`config.mk`:
```
export PLATFORM = sky130hd
export DESIGN_NAME = tt_pwm_multi
export DESIGN_NICKNAME = d
export VERILOG_FILES = /design/src/rtl/tt_pwm_pkg.sv /design/src/rtl/tt_pwm_counter.sv /design/src/rtl/tt_pwm_multi.sv
export SDC_FILE = /design/constraint.sdc
export NUM_CORES = 1
export LEC_CHECK = 0
export BUFFER_PORTS_ARGS = -buffer_cell sky130_fd_sc_hd__buf_2
export CAP_MARGIN = 20
export CORE_ASPECT_RATIO = 0.9
export CORE_UTILIZATION = 56
export CTS_CLUSTER_SIZE = 28
export DETAILED_ROUTE_END_ITERATION = 10
export PLACE_DENSITY = 0.73
export SYNTH_ARGS = -nofsm -noshare
export SYNTH_HDL_FRONTEND = slang
export SYNTH_SLANG_ARGS = --single-unit
export TNS_END_PERCENT = 100
```
`constraint.sdc`:
```
create_clock -name clk -period 3.1 [get_ports clk]
set_clock_uncertainty 0.05 [all_clocks]
set_input_delay 0.62 -clock clk [delete_from_list [all_inputs] [get_ports clk]]
set_output_delay 0.62 -clock clk [all_outputs]
set_load 0.03 [all_outputs]
```
`src/rtl/tt_pwm_pkg.sv`:
```
// Shared constants and types for the multi-channel PWM engine.
package tt_pwm_pkg;

    localparam int unsigned ADDR_PERIOD    = 0;
    localparam int unsigned ADDR_DUTY_BASE = 1;

    localparam int unsigned CTRL_MODE = 0;
    localparam int unsigned CTRL_RUN  = 1;

    typedef enum logic {
        PWM_EDGE   = 1'b0,
        PWM_CENTRE = 1'b1
    } pwm_mode_e;

    typedef enum logic {
        DirUp   = 1'b0,
        DirDown = 1'b1
    } cnt_dir_e;

    function automatic int unsigned addr_ctrl(input int unsigned channels);
        return channels + 1;
    endfunction

endpackage

```
`src/rtl/tt_pwm_counter.sv`:
```
// Shared period counter: edge (0..P wrap) or centre (0..P..0 triangle) counting.
module tt_pwm_counter
    import tt_pwm_pkg::*;
#(
    parameter int unsigned WIDTH = 8
) (
    input  logic             clk,
    input  logic             rst,
    input  logic             clear_i,
    input  logic             en_i,
    input  pwm_mode_e        mode_i,
    input  logic [WIDTH-1:0] period_i,
    input  logic [WIDTH-1:0] period_nxt_i,
    output logic [WIDTH-1:0] cnt_o,
    output logic             boundary_o
);

    logic [WIDTH-1:0] cnt_q, cnt_d;
    cnt_dir_e         dir_q, dir_d;
    logic             boundary;

    always_comb begin
        boundary = 1'b0;
        if (period_i == '0) begin
            boundary = 1'b1;
        end else if (mode_i == PWM_EDGE) begin
            boundary = (cnt_q >= period_i);
        end else begin
            boundary = (cnt_q == '0) && (dir_q == DirDown);
        end
    end

    always_comb begin
        cnt_d = cnt_q;
        dir_d = dir_q;
        if (clear_i) begin
            cnt_d = '0;
            dir_d = DirUp;
        end else if (en_i) begin
            if (period_i == '0) begin
                cnt_d = '0;
                dir_d = DirUp;
            end else if (mode_i == PWM_EDGE) begin
                cnt_d = boundary ? '0 : cnt_q + 1'b1;
                dir_d = DirUp;
            end else if (dir_q == DirUp) begin
                if (cnt_q >= period_i) begin
                    cnt_d = period_i - 1'b1;
                    dir_d = DirDown;
                end else begin
                    cnt_d = cnt_q + 1'b1;
                end
            end else if (cnt_q == '0) begin
                // Turnaround: the period about to become active decides whether we can climb.
                cnt_d = (period_nxt_i == '0) ? '0 : WIDTH'(1);
                dir_d = DirUp;
            end else begin
                cnt_d = cnt_q - 1'b1;
            end
        end
    end

    always_ff @(posedge clk or posedge rst) begin
        if (rst) begin
            cnt_q <= '0;
            dir_q <= DirUp;
        end else begin
            cnt_q <= cnt_d;
            dir_q <= dir_d;
        end
    end

    assign cnt_o      = cnt_q;
    assign boundary_o = boundary;

endmodule

```
`src/rtl/tt_pwm_multi.sv`:
```
// Multi-channel PWM with double-buffered period/duty, edge or centre aligned.
module tt_pwm_multi
    import tt_pwm_pkg::*;
#(
    parameter  int unsigned CHANNELS = 4,
    parameter  int unsigned WIDTH    = 8,
    localparam int unsigned ADDR_W   = $clog2(CHANNELS + 2)
) (
    input  logic                clk,
    input  logic                rst,
    input  logic                ena,
    input  logic                wr_en,
    input  logic [ADDR_W-1:0]   wr_addr,
    input  logic [WIDTH-1:0]    wr_data,
    output logic [CHANNELS-1:0] pwm_out,
    output logic                period_tick,
    output logic                busy
);

    logic [WIDTH-1:0]    period_stg_q, period_stg_d, period_act_q, period_act_d;
    logic                period_pend_q, period_pend_d;
    logic [WIDTH-1:0]    duty_stg_q [CHANNELS];
    logic [WIDTH-1:0]    duty_stg_d [CHANNELS];
    logic [WIDTH-1:0]    duty_act_q [CHANNELS];
    logic [WIDTH-1:0]    duty_act_d [CHANNELS];
    logic [CHANNELS-1:0] duty_pend_q, duty_pend_d;
    pwm_mode_e           mode_q, mode_d;
    logic                run_q, run_d;
    logic [CHANNELS-1:0] pwm_q, pwm_d;
    logic                tick_q, tick_d;

    logic [WIDTH-1:0]    cnt;
    logic                boundary, xfer, ctrl_wr, period_wr, restart;

    assign period_wr = wr_en && (wr_addr == ADDR_W'(ADDR_PERIOD));
    assign ctrl_wr   = wr_en && (wr_addr == ADDR_W'(addr_ctrl(CHANNELS)));
    assign restart   = ctrl_wr && (pwm_mode_e'(wr_data[CTRL_MODE]) != mode_q);
    // Staging moves to active at a counted boundary, or continuously while stopped.
    assign xfer      = !run_q || (ena && boundary);

    always_comb begin
        period_stg_d  = period_wr ? wr_data : period_stg_q;
        period_act_d  = (xfer && period_pend_q) ? period_stg_q : period_act_q;
        period_pend_d = period_wr || (period_pend_q && !xfer);
        mode_d        = ctrl_wr ? pwm_mode_e'(wr_data[CTRL_MODE]) : mode_q;
        run_d         = ctrl_wr ? wr_data[CTRL_RUN] : run_q;
    end

    always_comb begin
        duty_stg_d  = duty_stg_q;
        duty_act_d  = duty_act_q;
        duty_pend_d = duty_pend_q;
        for (int i = 0; i < CHANNELS; i++) begin
            if (xfer && duty_pend_q[i]) duty_act_d[i] = duty_stg_q[i];
            if (xfer) duty_pend_d[i] = 1'b0;
            if (wr_en && (wr_addr == ADDR_W'(ADDR_DUTY_BASE + i))) begin
                duty_stg_d[i]  = wr_data;
                duty_pend_d[i] = 1'b1;
            end
        end
    end

    always_comb begin
        pwm_d  = pwm_q;
        tick_d = 1'b0;
        if (!run_q) begin
            pwm_d = '0;
        end else if (ena) begin
            for (int i = 0; i < CHANNELS; i++) pwm_d[i] = (cnt < duty_act_q[i]);
            tick_d = boundary;
        end
    end

    always_ff @(posedge clk or posedge rst) begin
        if (rst) begin
            period_stg_q  <= '1;
            period_act_q  <= '1;
            period_pend_q <= 1'b0;
            duty_pend_q   <= '0;
            mode_q        <= PWM_EDGE;
            run_q         <= 1'b0;
            pwm_q         <= '0;
            tick_q        <= 1'b0;
            for (int i = 0; i < CHANNELS; i++) begin
                duty_stg_q[i] <= '0;
                duty_act_q[i] <= '0;
            end
        end else begin
            period_stg_q  <= period_stg_d;
            period_act_q  <= period_act_d;
            period_pend_q <= period_pend_d;
            duty_pend_q   <= duty_pend_d;
            mode_q        <= mode_d;
            run_q         <= run_d;
            pwm_q         <= pwm_d;
            tick_q        <= tick_d;
            for (int i = 0; i < CHANNELS; i++) begin
                duty_stg_q[i] <= duty_stg_d[i];
                duty_act_q[i] <= duty_act_d[i];
            end
        end
    end

    tt_pwm_counter #(
        .WIDTH(WIDTH)
    ) u_counter (
        .clk         (clk),
        .rst         (rst),
        .clear_i     (!run_q || restart),
        .en_i        (ena),
        .mode_i      (mode_q),
        .period_i    (period_act_q),
        .period_nxt_i(period_act_d),
        .cnt_o       (cnt),
        .boundary_o  (boundary)
    );

    assign pwm_out     = pwm_q;
    assign period_tick = tick_q;
    assign busy        = period_pend_q || (|duty_pend_q);

endmodule

```
Word level (Yosys, flattened, before mapping) --
Index checks and enable logic that the tools add are counted. Widths: inputs -> output; s select.
Storage, ports and cells: output and inout bits 6, flip-flop bits (word level) 101, logic and storage cells 95
Cells by class: muxes and demuxes 28, $add $sub $neg 3, equal/unequal tests 7, order comparisons 5, reduce and logical (&&, ||, !) cells 31
Operators with widths (count):
- $mux 8 | 9
- $lt 8x8->1 | 4
- $logic_not 8->1 | 3
- $mux 1 | 17
- $sub 8x1->8 const B | 2
- $logic_and 1x1->1 | 15
- $reduce_bool 2->1 | 5
- $add 8x1->8 const B | 1
- $ge 8x8->1 | 1
- $mux 4 | 2
- $eq 3x2->1 const B | 2
- $eq 3x3->1 const B | 2
- $logic_or 1x1->1 | 4
- $reduce_or 4->1 | 1
- $eq 3x1->1 const B | 1
- $logic_not 3->1 | 1
- $logic_not 1->1 | 2
- $ne 2x2->1 const B | 1
- $ne 1x1->1 | 1

Logic depth before layout (Yosys ltp) --
Gate-level depths: netlist of the first run.
depth in word-level cells 16, gate-level depth with buffers 10, mapped depth without buffers 8

Modules after synthesis --
From an unflattened synthesis of the first run, not the netlist that was laid out.
Unflattened totals: cell total of the unflattened synthesis 489, area, all modules 5590.4 sq um
Modules (own cells, without submodules):
- tt_pwm_multi | sequential area each 2322.2 sq um, times used 1, area each 4254.1 sq um, cells an instance 320
- tt_pwm_counter | sequential area each 225.2 sq um, times used 1, area each 1336.3 sq um, cells an instance 169

Worst setup path before layout of the first run --
No wires, ideal clock.
kind register to register, start register u_counter.cnt_q[0] (netlist: u_counter.cnt_o[0]), end register duty_act_q[24] in the netlist's numbering, required time 2.925 ns, cell stages (with the launch flop) 10, period minus slack after synthesis 2.855 ns, setup slack 0.245 ns, arrival 2.680 ns, setup time 0.125 ns, buffers on the path 1, path through dfrtp_1 -> clkbuf_1 -> inv_1 -> ha_1 -> nand2b_4 -> a2111oi_4 -> o31ai_2 -> a221oi_4 -> o2bb2ai_4 -> mux2_4
Between the ends: word-level cells in the longest chain between the ends 7, elaborated cells between the ends (all ways) 8, classes of those cells order compare: 1; mux: 2; reduce/logical: 5
Ends and longest elaborated chain:
- from (decl) | line tt_pwm_counter.sv:18 | logic [WIDTH-1:0] cnt_q, cnt_d;
- from (signal assigned) | line tt_pwm_counter.sv:68 | cnt_q <= cnt_d;
- branches (longest 2 deep; another with $ge 8x8->1)
- $mux 1 * | line tt_pwm_counter.sv:26 | end else if (mode_i == PWM_EDGE) begin
- $mux 1 * | line tt_pwm_counter.sv:24 | if (period_i == '0) begin
- $logic_and 1x1->1 * | line tt_pwm_multi.sv:39 | assign xfer = !run_q || (ena && boundary);
- $logic_or 1x1->1 * | line tt_pwm_multi.sv:39
- $logic_and 1x1->1 * | line tt_pwm_multi.sv:54 | if (xfer && duty_pend_q[i]) duty_act_d[i] = duty_stg_q[i];
- to (signal, indexed assignment) | line tt_pwm_multi.sv:99 | duty_act_q[i] <= duty_act_d[i];
- to (decl) | line tt_pwm_multi.sv:24 | logic [WIDTH-1:0] duty_act_q [CHANNELS];
Mark *: on every way between the ends. A chain may end at the register's enable or synchronous reset.

Worst setup path after layout of the first run --
start register period_act_q[5], end register u_counter.cnt_q[7] (netlist: u_counter.cnt_o[7])
Between the ends: word-level cells in the longest chain between the ends 8, elaborated cells between the ends (all ways) 12, classes of those cells add/sub: 1; order compare: 1; mux: 9; reduce/logical: 1
Ends and longest elaborated chain:
- from (decl) | line tt_pwm_multi.sv:20 | logic [WIDTH-1:0] period_stg_q, period_stg_d, period_act_q, period_act_d;
- from (signal assigned) | line tt_pwm_multi.sv:90 | period_act_q <= period_act_d;
- $ge 8x8->1 | line tt_pwm_counter.sv:27, tt_pwm_counter.sv:47
- $mux 1 | line tt_pwm_counter.sv:26
- $mux 1 | line tt_pwm_counter.sv:24
- $mux 8 | line tt_pwm_counter.sv:44 | cnt_d = boundary ? '0 : cnt_q + 1'b1;
- $mux 8 | line tt_pwm_counter.sv:43 | end else if (mode_i == PWM_EDGE) begin
- $mux 8 * | line tt_pwm_counter.sv:40 | if (period_i == '0) begin
- $mux 8 * | line tt_pwm_counter.sv:39 | end else if (en_i) begin
- $mux 8 * | line tt_pwm_counter.sv:36 | if (clear_i) begin
Every way passes the cells marked *; elsewhere a longest branch is shown, timed or not. The select of a mux whose other input is x is not followed.

==> out/metrics.csv, run 1 <==
stage,metric,value,unit
worst_hold_path,hold_class,input port to async pin,
worst_setup_path,cp_top_family,compound AO/OA/AOI/OAI gates,
route,vias_per_cell,6.063,
logic_synthesis,synth.distinct_cells,57,
sta,hold_viol,0,
placed_design,dp_cells,634,
grt,grt_pass1_vias,3872,
clock_network,h-tree-depth,3,
grt,use_met2,39.50,%
logic_synthesis,synth_top_area_share,37.74,%
run,maxCapViolCount,0,
clock_network,tritoncts,done,
sta,rsz0062_at_grt,false,
finish,finalNonFillerCells,650,
clock_network,clkTransAtPathRegs,0.10,ns
die,die_x,107.8,um
power,seqPwrFrac,43.6,%
grt,grt_overflow,0,
worst_setup_path,arrival,2.99,ns
grt,grt_max_degree,102,
worst_setup_path,path_max_fanout,14,
grt,grt_busiest_layer,met2,
finish,fillers,805,
finish,area_delta_synth_final,9.745,%
clock_network,clock_path_buffers,2,
grt,grt_use_total,26.35,%
run_status,status,completed,
logic_synthesis,seq_area_frac_synth,45.19,%
worst_setup_path,path_class,register to register,
logic_synthesis,synthFlopType,dfrtp_1,
worst_setup_path,r2r_slack,0.34,ns
die,num_rows,34,
route,drt-initial-drc-count,205,
die,die_area,10470,um2
grt,grt_pass1_wl,20510,um
sta,worst_pin_slew,0.8359,ns
sta,setup_tns,0,ns
power,powerDensity,770.1,nW/um2
grt,met1_usage,37.46,%
route,vias,3941,
finish,antennaDiodeCount,0,
clock_network,post_cts_resized,0,
logic_synthesis,synthMostInstantiatedCell,dfrtp_1,
sta,setup-violations-final,0,
power,switching_share,36.70,%
route,drc,0,
logic_synthesis,yosysWarnings,0,
worst_setup_path,end_kind,register,
logic_synthesis,netlist_instances,482,
worst_setup_path,slowest_delay,0.55,ns
route,drt-pass1-iter-count,5,
route,detail_route.wl_per_cell,19.79,um
power,ir_drop,0.0004169,V
logic_synthesis,ys_top_cells_by_count,"dfrtp_1, mux2_2, inv_1",
placed_design,io_buffers,20,
sta,final_max_slew_viol_count,0,
route,drtAntennaViolNets,0,
worst_setup_path,critical_path.startpoint_type,register,
clock_network,postCtsHoldBufs,0,
logic_synthesis,synth_area_leaders,"dfrtp_1, mux2_2, ha_1",
clock_network,post_cts_buffers,0,
placed_design,gp_congestion,0.9429,
sta,slew-limit-headroom,44.03,%
worst_setup_path,cp.required,3.33,ns
die,ios,21,
power,p_clk_share,16.8,%
placed_design,dp_hpwl,9315,um
worst_setup_path,r2r_cells,9,
sta,period_share,89.17,%
logic_synthesis,synth-async-reset-ratio,100.0,%
finish,final_nets,574,
route,totalWireLength,12870,um
worst_setup_path,r2r_end,u_counter.cnt_o[7],
clock_network,insertion_delay,0.38,ns
worst_setup_path,rr_startpoint,period_act_q[5],
clock_network,numCtsBuffers,9,
die,die_h,97.18,um
sta,max_freq,361.8,MHz
power,p_leak,2.834,nW
logic_synthesis,synth_edf_count,0,
logic_synthesis,ys_seq_elements,101,
power,power_frac_comb,39.6,%
clock_network,clockRootBuffer,clkbuf_8,
finish,drive_gt1_share,32.25,%
grt,antenna_found_initial,0,
worst_setup_path,cpMostUsedCell,o21ai_0,
logic_synthesis,syn_nets,537,
grt,grt_use_met3,6.304,%
die,start_util,57.86,%
logic_synthesis,synth_area_per_cell,11.69,um2
worst_setup_path,cp_cell_sequence,inv_1 -> ha_1 -> a211o_1 -> a21oi_1 -> o31ai_2 -> buf_4 -> o21ai_0 -> o21ai_0 -> a22o_1,
clock_network,cts.sinks,101,
sta,min_period,2.764,ns
power,p_sw,1.748,mW
die,coreArea,9742,um2
worst_setup_path,slowest_stage,dfstp_2,
worst_setup_path,path_buf_inv,2,
logic_synthesis,synth_area,5637,um2
power,p_int,3.016,mW
logic_synthesis,synth.largest_area_cell,dfrtp_1,
[metal layers]
metal  share of wire [%]  up-vias  wire, um
li1                    -     1836         -
met1                  46     1975      5975
met2                  46      110      5889
met3                 6.1       20       790
met4                 1.6        0       211
met5                   0        -         0
[layout make-up]
class / instances / area, um2 / area share [%]
multi-input cells: 324 / 2872 / 46.42
flip-flops and latches: 101 / 2547 / 41.18
repair buffers: 39 / 255.2 / 4.126
clock inverters: 6 / 47.55 / 0.7686
clock buffers: 10 / 137.6 / 2.225
inverters: 44 / 168.9 / 2.731
well taps: 126 / 157.7 / 2.549
[worst min-delay path: stages]
cell and delay [ns]:
buf_2 0.11, clkinvlp_4 0.07, buf_12 0.42
[state kept, by name, indices dropped and copies added (netlist names)]
| name | flops |
|---|---|
| duty_stg_q | 32 |
| run_q | 1 |
| u_counter.cnt_o | 8 |
| period_pend_q | 1 |
| pwm_out | 4 |
| duty_pend_q | 4 |
| u_counter.dir_q | 1 |
| period_act_q | 8 |
| period_tick | 1 |
| duty_act_q | 32 |
| period_stg_q | 8 |
| mode_q | 1 |
[cells in the final DEF, fill, tap and decap left out, types with 4 or more instances in the layout]
master / Yosys / final
nand3_1: 7 / 7
dfrtp_1: 85 / 85
o2bb2ai_4: 5 / 5
inv_1: 42 / 41
a21oi_1: 14 / 14
a21o_1: 11 / 11
ha_1: 40 / 40
a22o_1: 6 / 6
nand4_1: 4 / 4
a211oi_1: 5 / 5
nor3_1: 11 / 11
o21ai_0: 23 / 23
buf_4: 0 / 18
nor2_1: 17 / 17
mux2_2: 79 / 79
o31ai_1: 6 / 6
dfstp_2: 16 / 16
buf_2: 3 / 20
clkbuf_8: 0 / 10
xor2_1: 4 / 4
o21a_1: 8 / 8
nand2_1: 19 / 19
or4_1: 4 / 4
nor4_1: 6 / 6
[how the worst max path moves through the flow]
stage | startpoint | endpoint | slack (ns) | depth (start not counted)
floorplan | u_counter.cnt_o[0] | duty_act_q[24] | 0.24 | 9
global placement | period_act_q[5] | u_counter.cnt_o[7] | 0.47 | 9
detailed placement | period_act_q[5] | u_counter.cnt_o[7] | 0.38 | 9
CTS | period_act_q[5] | u_counter.cnt_o[7] | 0.34 | 9
global route | period_act_q[5] | u_counter.cnt_o[7] | 0.14 | 9
finish | period_act_q[5] | u_counter.cnt_o[7] | 0.34 | 9
[kinds of logic after synthesis]
| group | synth area share, % |
|---|---|
| buffers and inverters | 3.862 |
| multiplexers | 16.94 |
| adder cells (fa/ha/maj) | 8.879 |
| AO/OA/AOI/OAI | 15.01 |
| AND/OR/NAND/NOR | 9.035 |
| XOR/XNOR | 1.088 |
| flip-flops | 45.19 |
[metrics by stage]
step	hold WS, ns	setup slack, ns	area, um2	power, mW	util, %
2_1_floorplan	0.4236	0.2449	5640	3.439	-
3_3_place_gp	0.4300	0.4706	6001	3.867	61.60
3_5_place_dp	0.4378	0.3823	6001	3.971	61.60
4_1_cts	0.3538	0.3425	6186	4.770	63.50
5_1_grt	0.3626	0.1395	6186	5.082	63.50
6_report	0.3417	0.3359	6186	4.764	63.50
[power groups by stage]
stage / Clock [mW] / Combinational, mW / Sequential [mW]
2_1_floorplan: 0 / 1.39 / 2.05
3_3_place_gp: 0 / 1.79 / 2.07
3_5_place_dp: 0 / 1.87 / 2.10
4_1_cts: 0.814 / 1.88 / 2.07
5_1_grt: 0.878 / 2.07 / 2.14
6_report: 0.799 / 1.89 / 2.08
(Power assumes the default switching activity.)
==> inputs of run 2 (changes only) <==
Settings changed: PLACE_DENSITY 0.73 to 0.76.
==> out/metrics.csv, run 2 (synthesis gave the netlist of run 1 again) <==
stage,metric,value,unit
run_status,status,completed,
clock_network,insertion_delay,0.37,ns
finish,fillers,741,
worst_setup_path,path_class,register to register,
finish,antennaDiodeCount,0,
placed_design,post-place-ws,0.4027,ns
grt,grt_pass1_wl,20960,um
sta,slew-limit-headroom,54.07,%
placed_design,io_buffers,20,
sta,final_max_slew_viol_count,0,
worst_setup_path,slowest_delay,0.56,ns
clock_network,clockRootBuffer,clkbuf_8,
power,p_clk_share,16.7,%
clock_network,numCtsBuffers,9,
sta,setup-violations-final,0,
grt,grt_overflow,0,
power,switching_share,36.91,%
clock_network,post_cts_buffers,0,
finish,largestRegisters,"duty_act_q (32), duty_stg_q (32)",
grt,grt_pass1_vias,4025,
finish,final_nets,575,
clock_network,clkTransAtPathRegs,0.10,ns
worst_setup_path,r2r_cells,9,
worst_hold_path,hold_class,input port to async pin,
die,num_rows,34,
placed_design,dp_hpwl,9470,um
finish,layout_common_cells,"dfrtp_1, mux2_2, inv_1, ha_1, o21ai_0",
clock_network,postCtsHoldBufs,0,
worst_setup_path,arrival,2.97,ns
worst_setup_path,path_max_fanout,14,
power,powerDensity,767.7,nW/um2
placed_design,gp_congestion,0.9211,
sta,max_freq,363.8,MHz
worst_setup_path,r2r_end,u_counter.cnt_o[7],
worst_setup_path,r2r_slack,0.35,ns
finish,regArea,2547,um2
sta,period_share,88.66,%
grt,antenna_found_initial,0,
sta,rsz0062_at_grt,false,
run,maxCapViolCount,0,
power,p_leak,2.841,nW
worst_setup_path,cp-startpoint,period_act_q[5],
power,p_sw,1.755,mW
die,coreArea,9742,um2
grt,grt_max_degree,102,
clock_network,post_cts_resized,0,
route,drt-initial-drc-count,273,
route,vias_per_cell,6.043,
finish,area_delta_synth_final,9.878,%
clock_network,tritoncts,done,
clock_network,cts.sinks,101,
worst_setup_path,cp_num_cells,9,
grt,grt_use_total,26.91,%
worst_setup_path,cpMostUsedCell,o21ai_0,
die,die_area,10470,um2
die,ios,21,
worst_setup_path,cp_top_family,compound AO/OA/AOI/OAI gates,
worst_setup_path,slowest_stage,dfstp_2,
worst_setup_path,path_buf_inv,2,
route,detail_route.wl_per_cell,19.90,um
clock_network,h-tree-depth,3,
sta,setup_tns,0,ns
die,die_x,107.8,um
finish,drive_gt1_share,32.57,%
finish,final_common_cell,dfrtp_1,
route,drtAntennaViolNets,0,
power,ir_drop,0.0004741,V
worst_setup_path,rr_startpoint,period_act_q[5],
sta,min_period,2.748,ns
power,p_int,3.000,mW
power,seqPwrFrac,43.8,%
worst_setup_path,cp.required,3.32,ns
route,vias,3934,
finish,multi_input_area,2872,um2
sta,hold_viol,0,
clock_network,clock_path_buffers,2,
power,power_frac_comb,39.6,%
sta,worst_pin_slew,0.6864,ns
worst_setup_path,cp_cell_sequence,inv_1 -> ha_1 -> a211o_1 -> a21oi_1 -> o31ai_2 -> buf_4 -> o21ai_0 -> o21ai_0 -> a22o_1,
worst_setup_path,end_kind,register,
worst_setup_path,critical_path.startpoint_type,register,
sta,setup_slack,0.3516,ns
die,start_util,57.86,%
route,drc,0,
die,die_h,97.18,um
route,totalWireLength,12950,um
route,drt-pass1-iter-count,5,
-- run 2: cell count changes in the layout (fill, tap and decap cells not counted), sizes merged --
| cell | change |
|---|---|
| buf | +1 |
| clkbuf | -1 |
| inv | +1 |
-- run 2: power groups by stage --
| stage | Combinational, mW | Sequential, mW | Clock, mW |
|---|---|---|---|
| finish | 1.88 | 2.08 | 0.792 |
| global route | 2.08 | 2.14 | 0.857 |
| global placement | 1.79 | 2.08 | 0 |
| CTS | 1.88 | 2.08 | 0.817 |
| detailed placement | 1.86 | 2.10 | 0 |
| floorplan | 1.39 | 2.05 | 0 |
-- run 2: final cells by class --
class	count	area share, %
Multi-Input combinational cell	324	46.36
Clock inverter	7	0.9899
Tap cell	126	2.545
Sequential cell	101	41.13
Timing Repair Buffer	40	4.242
Clock buffer	9	2.000
Inverter	44	2.727
-- run 2: worst max path at each step --
stage	to	slack [ns]
after floorplan	duty_act_q[24]	0.24
final	u_counter.cnt_o[7]	0.35
after CTS	u_counter.cnt_o[7]	0.39
after global placement	u_counter.cnt_o[6]	0.46
after detailed placement	u_counter.cnt_o[7]	0.40
after global routing	u_counter.cnt_o[7]	0.16
-- run 2: worst min-delay path, cell delays in order --
cell and delay, ns:
buf_2 0.11, clkinvlp_4 0.07, buf_12 0.40
-- run 2: metrics by stage --
stage	hold slack (ns)	area [um2]	instances	total power, mW	util, %
global route	0.3812	6193	651	5.075	63.58
finish	0.3274	6193	651	4.754	63.58
global placement	0.4322	6008	635	3.871	61.67
CTS	0.3530	6193	651	4.771	63.58
floorplan	0.4236	5640	482	3.439	-
detailed placement	0.4405	6008	635	3.961	61.67
-- run 2: per-layer routing --
layer | up-vias | routed length (um) | GRT usage (%)
met3 | 21 | 557 | 4.695
met2 | 101 | 6093 | 41.96
met5 | - | 0 | 0
li1 | 1847 | - | -
met1 | 1965 | 6007 | 37.40
met4 | 0 | 295 | 10.22
==> inputs of run 3 (changes only) <==
Settings changed: BUFFER_PORTS_ARGS -buffer_cell sky130_fd_sc_hd__buf_2 to default, CORE_UTILIZATION 56 to 58, DONT_BUFFER_PORTS from default to 1.
==> out/metrics.csv, run 3 (synthesis gave the netlist of run 1 again) <==
stage,metric,value,unit
sta,setup-violations-final,0,
worst_setup_path,path_max_fanout,14,
clock_network,clock_path_buffers,2,
run_status,status,completed,
die,start_util,60.67,%
worst_setup_path,arrival,2.93,ns
route,drt-pass1-iter-count,4,
finish,finalNonFillerCells,627,
clock_network,cts.sinks,101,
finish,antennaDiodeCount,0,
sta,final_max_slew_viol_count,0,
grt,grt_max_degree,69,
power,powerDensity,779.0,nW/um2
clock_network,post_cts_buffers,0,
finish,final_common_cell,dfrtp_1,
clock_network,insertion_delay,0.38,ns
route,drt-initial-drc-count,216,
route,drtAntennaViolNets,0,
worst_setup_path,cp.required,3.33,ns
die,die_x,105.9,um
run,maxCapViolCount,0,
clock_network,tritoncts,done,
clock_network,numCtsBuffers,9,
route,vias_per_cell,6.180,
grt,antenna_found_initial,0,
route,detail_route.wl_per_cell,21.06,um
sta,period_share,87.00,%
power,p_clk_share,17.4,%
route,vias,3875,
route,totalWireLength,13210,um
die,die_area,10120,um2
grt,grt_pass1_wl,21420,um
clock_network,h-tree-depth,3,
sta,max_freq,370.8,MHz
power,switching_share,36.76,%
power,p_leak,2.763,nW
worst_setup_path,r2r_end,u_counter.cnt_o[6],
sta,slew-limit-headroom,42.31,%
placed_design,io_buffers,0,
grt,grt_overflow,0,
die,coreArea,9290,um2
die,die_h,95.53,um
grt,grt_use_total,28.77,%
worst_setup_path,r2r_slack,0.40,ns
die,num_rows,33,
finish,drive_gt1_share,29.70,%
finish,largestRegisters,"duty_act_q (32), duty_stg_q (32)",
grt,grt_pass1_vias,4022,
clock_network,clkTransAtPathRegs,0.11,ns
clock_network,post_cts_resized,0,
power,p_sw,1.744,mW
power,power_frac_comb,37.4,%
worst_hold_path,hold_class,input port to async pin,
sta,min_period,2.697,ns
placed_design,dp_hpwl,9670,um
worst_setup_path,path_class,register to register,
power,seqPwrFrac,45.2,%
worst_setup_path,rr_startpoint,period_act_q[0],
finish,final_nets,555,
sta,rsz0062_at_grt,false,
clock_network,postCtsHoldBufs,0,
worst_setup_path,r2r_cells,8,
placed_design,gp_congestion,0.9280,
placed_design,dp_cells,611,
worst_setup_path,end_kind,register,
sta,setup_tns,0,ns
finish,layout_common_cells,"dfrtp_1, mux2_2, inv_1, ha_1, o21ai_0",
die,ios,21,
finish,area_delta_synth_final,8.080,%
sta,hold_viol,0,
worst_setup_path,critical_path.startpoint_type,register,
route,drc,0,
sta,worst_pin_slew,0.8615,ns
power,p_int,3.001,mW
clock_network,clockRootBuffer,clkbuf_8,
power,ir_drop,0.0004665,V
[run 3: per-layer routing]
metal  share of wire [%]  vias to the layer above  wire length [um]  track usage, %
li1                    -                     1799                 -               -
met3                 5.5                       21               724           6.699
met2                  48                       97              6336           48.37
met4                 2.7                        0               354           11.34
met1                  44                     1958              5791           36.28
met5                   0                        -                 0               0
[run 3: layout make-up]
cell class	instances	area (um2)
fill	738	3198
clock buffer	11	141.4
inverter	44	168.9
timing repair buffer	20	162.7
multi-input combinational	324	2872
clock inverter	5	47.55
tap	122	152.6
sequential	101	2547
[run 3: worst max-delay path by stage]
stage	slack (ns)	to	cells after the start	startpoint
floorplan	0.24	duty_act_q[24]	9	u_counter.cnt_o[0]
global placement	0.48	duty_act_q[20]	8	period_act_q[6]
detailed placement	0.40	u_counter.cnt_o[6]	9	period_act_q[5]
CTS	0.40	u_counter.cnt_o[6]	8	period_act_q[0]
global route	0.23	u_counter.cnt_o[6]	9	period_act_q[5]
finish	0.40	u_counter.cnt_o[6]	8	period_act_q[0]
[run 3: stage by stage]
| stage | util [%] | hold slack [ns] | cell area, um2 | setup WS (ns) | power [mW] |
|---|---|---|---|---|---|
| global route | 65.58 | 0.2033 | 6092 | 0.2315 | 5.065 |
| detailed placement | 63.54 | 0.4419 | 5903 | 0.4022 | 3.930 |
| CTS | 65.58 | 0.1754 | 6092 | 0.4043 | 4.758 |
| floorplan | - | 0.4236 | 5640 | 0.2449 | 3.439 |
| finish | 65.58 | 0.1638 | 6092 | 0.4031 | 4.746 |
| global placement | 63.54 | 0.4313 | 5903 | 0.4841 | 3.828 |
[run 3: power groups by stage]
stage	clock, mW	combinational, mW	sequential [mW]
detailed placement	0	1.76	2.17
CTS	0.836	1.78	2.15
finish	0.825	1.78	2.14
global placement	0	1.68	2.15
floorplan	0	1.39	2.05
global route	0.887	1.97	2.20
[run 3: worst max-delay path, stage by stage (launching register included)]
cell and delay (ns):
dfstp_2 0.62, ha_1 0.25, nand2b_4 0.16, a2111oi_4 0.39, o31ai_2 0.13, buf_4 0.20
o21ai_0 0.37, o21ai_0 0.17, a22o_1 0.26
